===== src/rtl/scoreboard_7seg_driver.sv =====
// -----------------------------------------------------------------------------
// scoreboard_7seg_driver
//
// Time-multiplexed driver for the 8-digit seven-segment scoreboard. One digit
// is driven per scan step, advanced by rising edges of the slow scan_clk.
//
// Digit map (idx order):
//   0 countdown units, 2 red tens, 3 red units, 5 green tens, 6 green units.
//   Digits 1, 4 and 7 are always blank, but they are still scanned so that
//   every digit keeps a 1/8 duty cycle.
//
// Optional feature, macro SCOREBOARD_WIN_FLASH_EN:
//   When a player's win count changes, that player's two digits flash for
//   FLASH_TOGGLES blink half-periods, which are counted on blink_clk edges.
//   Without the macro, blink_clk is ignored and the score digits always show.
//
// Parameters:
//   FLASH_TOGGLES    blink half-periods per flash (0..15; even values end visible)
//   SEG_ACTIVE_LOW   1: segment lines are active-low
//   DIGIT_ACTIVE_LOW 1: digit-select lines are active-low
//
// Ports:
//   clk              system clock, rising edge
//   rst              synchronous active-high reset
//   scan_clk         async slow clock; each rising edge advances one digit
//   blink_clk        async slow clock; each rising edge is one flash half-period
//   en               display enable
//   countdown_active 1 shows the countdown digit, 0 blanks it
//   num_countdown    countdown value (10..15 shows "-")
//   red_win_count    red win count, 0..15
//   green_win_count  green win count, 0..15
//   seg_out          {dp,g,f,e,d,c,b,a}, registered; dp is never lit
//   digit_sel        one-hot digit enable, registered; bit i selects digit i
// -----------------------------------------------------------------------------
module scoreboard_7seg_driver #(
  parameter int unsigned FLASH_TOGGLES    = 6,
  parameter bit          SEG_ACTIVE_LOW   = 1'b0,
  parameter bit          DIGIT_ACTIVE_LOW = 1'b1
) (
  input  logic       clk,
  input  logic       rst,
  input  logic       scan_clk,
  input  logic       blink_clk,
  input  logic       en,
  input  logic       countdown_active,
  input  logic [3:0] num_countdown,
  input  logic [3:0] red_win_count,
  input  logic [3:0] green_win_count,
  output logic [7:0] seg_out,
  output logic [7:0] digit_sel
);

  localparam logic [3:0] FLASH_LOAD = 4'(FLASH_TOGGLES);

  // a..g patterns for 0..9
  function automatic logic [6:0] seg7(input logic [3:0] v);
    case (v)
      4'd0:    seg7 = 7'h3F;
      4'd1:    seg7 = 7'h06;
      4'd2:    seg7 = 7'h5B;
      4'd3:    seg7 = 7'h4F;
      4'd4:    seg7 = 7'h66;
      4'd5:    seg7 = 7'h6D;
      4'd6:    seg7 = 7'h7D;
      4'd7:    seg7 = 7'h07;
      4'd8:    seg7 = 7'h7F;
      4'd9:    seg7 = 7'h6F;
      default: seg7 = 7'h00;
    endcase
  endfunction

  // Counts never exceed 15, so the units digit is v or v-10.
  function automatic logic [3:0] units(input logic [3:0] v);
    units = (v >= 4'd10) ? v - 4'd10 : v;
  endfunction

  // ---------------------------------------------------------------------------
  // scan_clk synchronizer; the edge pulse is registered, which gives the
  // scan_clk -> idx latency of three clk edges.
  // ---------------------------------------------------------------------------
  logic scan_r_q, scan_rr_q, scan_pulse_q;

  // NOTE: sequential state uses non-blocking (<=) so every flop samples the
  // pre-edge value of its source, making the chain a true shift register.
  always_ff @(posedge clk) begin
    if (rst) begin
      scan_r_q     <= 1'b0;
      scan_rr_q    <= 1'b0;
      scan_pulse_q <= 1'b0;
    end else begin
      scan_r_q     <= scan_clk;
      scan_rr_q    <= scan_r_q;
      scan_pulse_q <= scan_r_q & ~scan_rr_q;
    end
  end

  // ---------------------------------------------------------------------------
  // Scan index: held at 0 while disabled, so re-enabling starts at digit 0.
  // ---------------------------------------------------------------------------
  logic [2:0] idx_q, idx_d;

  always_comb begin
    idx_d = idx_q;
    if (!en)               idx_d = 3'd0;
    else if (scan_pulse_q) idx_d = idx_q + 3'd1;
  end

  always_ff @(posedge clk) begin
    if (rst) idx_q <= 3'd0;
    else     idx_q <= idx_d;
  end

  // ---------------------------------------------------------------------------
  // Win-change flash
  // ---------------------------------------------------------------------------
  logic red_blank, green_blank;

`ifdef SCOREBOARD_WIN_FLASH_EN
  logic       blink_r_q, blink_rr_q, blink_pulse_q;
  logic [3:0] red_prev_q, green_prev_q;
  logic [3:0] red_flash_q, red_flash_d;
  logic [3:0] green_flash_q, green_flash_d;

  // A count change reloads the counter and wins over a same-cycle decrement.
  always_comb begin
    red_flash_d   = red_flash_q;
    green_flash_d = green_flash_q;
    if (red_prev_q != red_win_count)
      red_flash_d = FLASH_LOAD;
    else if (blink_pulse_q && (red_flash_q != 4'd0))
      red_flash_d = red_flash_q - 4'd1;
    if (green_prev_q != green_win_count)
      green_flash_d = FLASH_LOAD;
    else if (blink_pulse_q && (green_flash_q != 4'd0))
      green_flash_d = green_flash_q - 4'd1;
  end

  // Prev registers take the live counts in reset so no flash follows reset.
  always_ff @(posedge clk) begin
    if (rst) begin
      blink_r_q     <= 1'b0;
      blink_rr_q    <= 1'b0;
      blink_pulse_q <= 1'b0;
      red_prev_q    <= red_win_count;
      green_prev_q  <= green_win_count;
      red_flash_q   <= 4'd0;
      green_flash_q <= 4'd0;
    end else begin
      blink_r_q     <= blink_clk;
      blink_rr_q    <= blink_r_q;
      blink_pulse_q <= blink_r_q & ~blink_rr_q;
      red_prev_q    <= red_win_count;
      green_prev_q  <= green_win_count;
      red_flash_q   <= red_flash_d;
      green_flash_q <= green_flash_d;
    end
  end

  // Odd counter value = the blanked half-period.
  assign red_blank   = red_flash_q[0];
  assign green_blank = green_flash_q[0];
`else
  logic unused_flash;
  assign unused_flash = ^{blink_clk, FLASH_LOAD};
  assign red_blank    = 1'b0;
  assign green_blank  = 1'b0;
`endif

  // ---------------------------------------------------------------------------
  // Digit content and registered outputs, polarity applied at the register
  // ---------------------------------------------------------------------------
  logic [6:0] seg_raw;
  logic [7:0] dig_raw;
  logic [7:0] seg_d, digit_d;
  logic [7:0] seg_q, digit_q;

  // NOTE: every variable gets a default before the case so that no path
  // leaves it unassigned, which would otherwise infer a latch.
  always_comb begin
    seg_raw = 7'h00;
    dig_raw = 8'h00;
    if (en) begin
      dig_raw = 8'b1 << idx_q;
      case (idx_q)
        3'd0: if (countdown_active)
                seg_raw = (num_countdown >= 4'd10) ? 7'h40 : seg7(num_countdown);
        3'd2: if (!red_blank && (red_win_count >= 4'd10))     seg_raw = 7'h06;
        3'd3: if (!red_blank)   seg_raw = seg7(units(red_win_count));
        3'd5: if (!green_blank && (green_win_count >= 4'd10)) seg_raw = 7'h06;
        3'd6: if (!green_blank) seg_raw = seg7(units(green_win_count));
        default: seg_raw = 7'h00;
      endcase
    end
    seg_d   = {1'b0, seg_raw} ^ {8{SEG_ACTIVE_LOW}};
    digit_d = dig_raw ^ {8{DIGIT_ACTIVE_LOW}};
  end

  always_ff @(posedge clk) begin
    if (rst) begin
      seg_q   <= {8{SEG_ACTIVE_LOW}};
      digit_q <= {8{DIGIT_ACTIVE_LOW}};
    end else begin
      seg_q   <= seg_d;
      digit_q <= digit_d;
    end
  end

  assign seg_out   = seg_q;
  assign digit_sel = digit_q;

endmodule


===== config.mk =====
export PLATFORM = sky130hd
export DESIGN_NAME = scoreboard_7seg_driver
export DESIGN_NICKNAME = d
export VERILOG_FILES = /design/src/rtl/scoreboard_7seg_driver.sv
export SDC_FILE = /design/constraint.sdc
export NUM_CORES = 1
export LEC_CHECK = 0
export CORE_ASPECT_RATIO = 0.7
export CORE_MARGIN = 2
export CORE_UTILIZATION = 51
export CTS_CLUSTER_DIAMETER = 60
export DETAILED_ROUTE_END_ITERATION = 8
export PLACE_DENSITY = 0.8
export SLEW_MARGIN = 20
export SYNTH_ARGS = -nofsm -noshare
export SYNTH_HDL_FRONTEND = slang
export SYNTH_SLANG_ARGS = --single-unit

===== constraint.sdc =====
create_clock -name clk -period 1.9 [get_ports clk]
set_input_delay 0.19 -clock clk [delete_from_list [all_inputs] [get_ports clk]]
set_output_delay 0.19 -clock clk [all_outputs]
set_load 0.1 [all_outputs]

# Word-level counts from Yosys, hierarchy flattened
# Memory sizes are Yosys's and may differ from the RTL's.
# Index checks and enable logic that the tools add are counted.
[op_classes]
add_sub_neg = 3
multipliers = 0
div_mod_pow = 0
magnitude_cmp = 3
n_eq_ne = 4
n_shift = 1
mux = 8
bitwise_logic = 4
n_reduce_logical = 2
[ops]
columns = ["op", "n"]
rows = [
  ["case mux 7 bit (5 select lines)", 1],
  ["two-way mux 7 bit", 2],
  [">= comparator 4 bit, second input constant", 3],
  ["two-way mux 4 bit", 2],
  ["two-way mux 8 bit", 1],
  ["inverter 8 bit", 1],
  ["<< shifter 1 x 3 -> 8 bit, first input constant", 1],
  ["subtractor 4 bit, second input constant", 2],
  ["equality test 3 x 2 -> 1 bit, second input constant", 2],
  ["equality test 3 bit, second input constant", 2],
  ["two-way mux 3 bit", 2],
  ["adder 3 x 1 -> 3 bit, second input constant", 1],
  ["zero test 3 bit", 1],
  ["inverter 1 bit", 2],
  ["OR reduction 2 bit", 1],
  ["AND 1 bit", 1],
]
[totals]
regBits = 22
latch_bits = 0
ram_bits = 0
rom_bits = 336
in_bits = 18
output_inout_bits = 16
wordCells = 35
n_memories = 3
[memory_table]
columns = ["name", "words", "width", "read_ports", "rd_clocked_by_memory_dff", "wr", "line", "rtl"]
rows = [
  ["(no name shown)", 16, 7, 1, 0, 0, "57", "case (v)"],
  ["(no name shown)", 16, 7, 1, 0, 0, "57", ""],
  ["(no name shown)", 16, 7, 1, 0, 0, "57", ""],
]

# Depth between registers and ports, before layout
[depth]
word_depth = 4
mapped_depth = 10
depth_no_buf = 9

# Least setup slack after synthesis
# No wires, ideal clock.
[synth_path]
kind = "input port to flip-flop"
from = "in green_win_count[3]"
to = "reg seg_q[3], in the netlist seg_out[3]"
setup_time_ns = 0.122
arrival_time_ns = 1.537
t_required_ns = 1.778
slack_ns = 0.241
path_stages = 9
n_path_buf = 1
cell_sequence = "buf_6 > nor2b_4 > a21o_1 > inv_1 > ha_1 > nor2b_1 > o21ai_0 > o221ai_1 > a221o_1"
[synth_between]
elab_chain_cells = 4
word_cells_on_any_way = 5
cone_classes = "1 x add/sub; 1 x order compare; 2 x mux; 1 x memory"
[synth_rtl]
columns = ["item", "line", "rtl"]
rows = [
  ["start: declaration", "48", "input logic [3:0] green_win_count,"],
  ["subtractor 4 bit / >= comparator 4 bit (equally long branches)", "74", "units = (v >= 4'd10) ? v - 4'd10 : v;"],
  ["two-way mux 4 bit (*)", "74", ""],
  ["memory (16 x 7 bit) (*)", "n/a", ""],
  ["case mux 7 bit (5 select lines) (*)", "184", "case (idx_q)"],
  ["end signal: assignment", "200", "seg_q <= {8{SEG_ACTIVE_LOW}};"],
  ["end signal: assignment", "203", "seg_q <= seg_d;"],
  ["end: declaration", "175", "logic [7:0] seg_q, digit_q;"],
]
# Every way passes the cells marked *; elsewhere a longest branch is shown, timed or not.
# A chain may end at the register's enable or synchronous reset.

# Worst setup path after layout
[layout_path]
from = "in red_win_count[2]"
to = "reg seg_q[3], in the netlist seg_out[3]"
[layout_between]
elab_chain_cells = 4
word_cells_on_any_way = 5
cone_classes = "1 x add/sub; 1 x order compare; 2 x mux; 1 x memory"
[layout_rtl]
columns = ["item", "line", "rtl"]
rows = [
  ["start: declaration", "47", "input logic [3:0] red_win_count,"],
  ["subtractor 4 bit / >= comparator 4 bit (equally long branches)", "74", ""],
  ["two-way mux 4 bit (*)", "74", ""],
  ["memory (16 x 7 bit) (*)", "n/a", ""],
  ["case mux 7 bit (5 select lines) (*)", "184", ""],
]
# Marked as above.

==> metrics <==
fin area=2120 um2; clk_lat worst skew=0.26 ns; number of enable flip-flop cells after synthesis=0; area leader, netlist=dfxtp_1; num rows=17; router iterations before antenna repair=4; Worst-path clk slew=0.08 ns; vias in the first global route=1,435; most common cell after layout, fill and taps aside=buf_4; RSZ-0062 raised after global routing=true; netlist area before placement=1640 um2; I/O pin count=34; Final Hold Violating Endpoints=0; largest net degree at the start of global routing=15; number of setup violations in the final report=0; Power Dens Cells=514 nW/um2; Post-synth top flop=dfxtp_1; DP Wirelength=3150 um; ranking of synthesized cells by area=dfxtp_1 (26%), ha_1 (17%), buf_6 (3.4%); Hold WC Path Type=reg2reg; Max-cap violations=0; DR vias=1,507; share of cells above drive strength 1=22.7%; DRT iter0 DRCs=130; post-synthesis sequential area ratio=25.6%; vias per cell=5.38; main combinational cell family by area after synthesis=compound AO/OA/AOI/OAI gates; die height=51.4 um; post-synthesis simple-gate area fraction=21.1%; post-layout util=68.4%; Crit Path Max Fanout=2; Crit. End Element=flop; ant diodes=0; mux share of post-synthesis cell area=1.22%; status=completed; CP Data Required Time=2.05 ns; WL/cell=13.9 um; die area=3690 um2; total leakage power=0.000973 uW; Layout area overhead=29.5%; setup TNS=0 ns; CTS root buffer=clkbuf_8; CTS Buf Count=3; post-synth cell types=53; CTS H-tree depth=1; Max VDD drop=0.000377 V; syn_area_per_cell=8.58 um2; DRC=0; initial antenna violation count=0; GP Congestion=0.872; Clock Path Buffers=2; CP arrival=1.97 ns; Hold WS=0.384 ns; critical path type=in2reg; clk sinks=21; antenna-violating nets left=0; # port buffers=31; drt total wl=3880 um; Initial Utilization=52.8%; total nets after synthesis=231; Core Box Area=3110 um2; first-pass GRT wire length=6650 um; Final Critical Period=1.82 ns; most frequent cells in the layout=buf_4 (40), ha_1 (21), dfxtp_1 (21), nor2_1 (15), clkdlybuf4s50_1 (15); Ys Warns=0; Peak Freq=549 MHz; Post-CTS Setup Inserts=0; Post-Synthesis Cells=191; compound-cell area share of the yosys netlist=25.0%; fraction of the mapped netlist area in adder cells=16.8%; crit start category=input port; clock skew=0.00531 ns; CTS tree=built; area share of the largest cell type after synthesis=25.6%; #FFs+latches synth=21; Die Wd=71.8 um; post-synthesis xor/xnor area fraction=1.60%; grt ovf=0; Nets=283; Total Routing Usage GR=23.2%; max-slew violation count=0; async set or reset register ratio after synthesis=0%; Final period util=95.9%; DP Area=2070 um2
## flip-flops by register name, summed over array words and instances, names as in the netlist
name and flops:
seg_out 7, scan_pulse_q 1, digit_sel 8, idx_q 3, scan_rr_q 1, scan_r_q 1
## final cells by class
cell class | instances | area [um2]
Fill cell | 250 | 982
Multi-Input combinational cell | 146 | 1090
Timing Repair Buffer | 56 | 463
Clock buffer | 3 | 41.3
Inverter | 15 | 56.3
Tap cell | 38 | 47.5
Sequential cell | 21 | 420
Clock inverter | 1 | 5.00
## critical path: stages
cell             delay (ns)
clkdlybuf4s50_1        0.42
inv_1                  0.10
nor2_1                 0.06
mux2i_1                0.23
inv_1                  0.10
ha_1                   0.32
a21oi_1                0.04
or2_1                  0.20
a221o_1                0.31
## worst paths after layout
| check | from | endpoint | slack, ns | cells past startpoint |
|---|---|---|---|---|
| worst max-delay path | red_win_count[2] | seg_out[3]$_SDFF_PP0_ | 0.08 | 9 |
| worst min-delay path | scan_rr_q$_SDFF_PP0_ | scan_pulse_q$_SDFF_PP0_ | 0.38 | 1 |
| worst max register to register | idx_q[0]$_SDFFE_PP0P_ | seg_out[3]$_SDFF_PP0_ | 0.22 | 6 |
| worst min register to register | scan_rr_q$_SDFF_PP0_ | scan_pulse_q$_SDFF_PP0_ | 0.38 | 1 |
## kinds of logic (layout without fill, tap and decap cells)
logic type / after synthesis / after routing
AOI/OAI and AO/OA: 55 / 55
other: 1 / 1
DFF: 21 / 21
muxes: 2 / 2
xor gates and xnor gates: 3 / 3
adders and majority gates: 22 / 22
and+or+nand+nor: 63 / 63
buffers and inverters: 24 / 75
## report_power, final
| group | total [uW] | switching, uW | internal, uW |
|---|---|---|---|
| clock | 293 | 147 | 146 |
| sequential | 454 | 4.64 | 450 |
| combinational | 344 | 196 | 148 |
| total | 1090 | 347 | 744 |
## Yosys cell counts (2+ instances only)
library cell and count:
o221ai_1 4, a21boi_0 3, nand3_1 5, dfxtp_1 21, a31oi_1 3, o211a_1 2, o211ai_1 2, buf_6 5
or2_4 2, xnor2_1 2, nor3_1 2, nor2b_1 9, nor2_1 15, and2_1 2, a21oi_1 11, nand2b_1 4
nand4_1 2, inv_1 14, o21ai_0 8, buf_2 2, ha_1 22, nand2_1 12, nor3b_1 2, o21a_1 2
mux2i_1 2, a21o_1 5, buf_4 2
## per-stage QoR
stage | total power, uW | std cells | worst slack, ns
after global routing | 1150 | 280 | -0.0325
after floorplan | 682 | 191 | 0.241
final | 1090 | 280 | 0.0775
after detailed placement | 799 | 276 | -0.217
after global placement | 795 | 276 | -0.176
after CTS | 1090 | 280 | 0.0586
## per-layer routing
metal | vias to the layer above | wire, um | GRT usage (%)
met3 | 4 | 186 | 3.55
met1 | 682 | 2010 | 34.5
met5 | - | 0 | 0
li1 | 774 | - | -
met4 | 0 | 36 | 4.72
met2 | 47 | 1650 | 35.5
## what timing repair did
action | CTS | global route
hold buffers | 0 | 0
resized for setup | 0 | 6
endpoints found under the setup margin | 0 | 6
No activity file was read; power rests on OpenSTA's default activity.
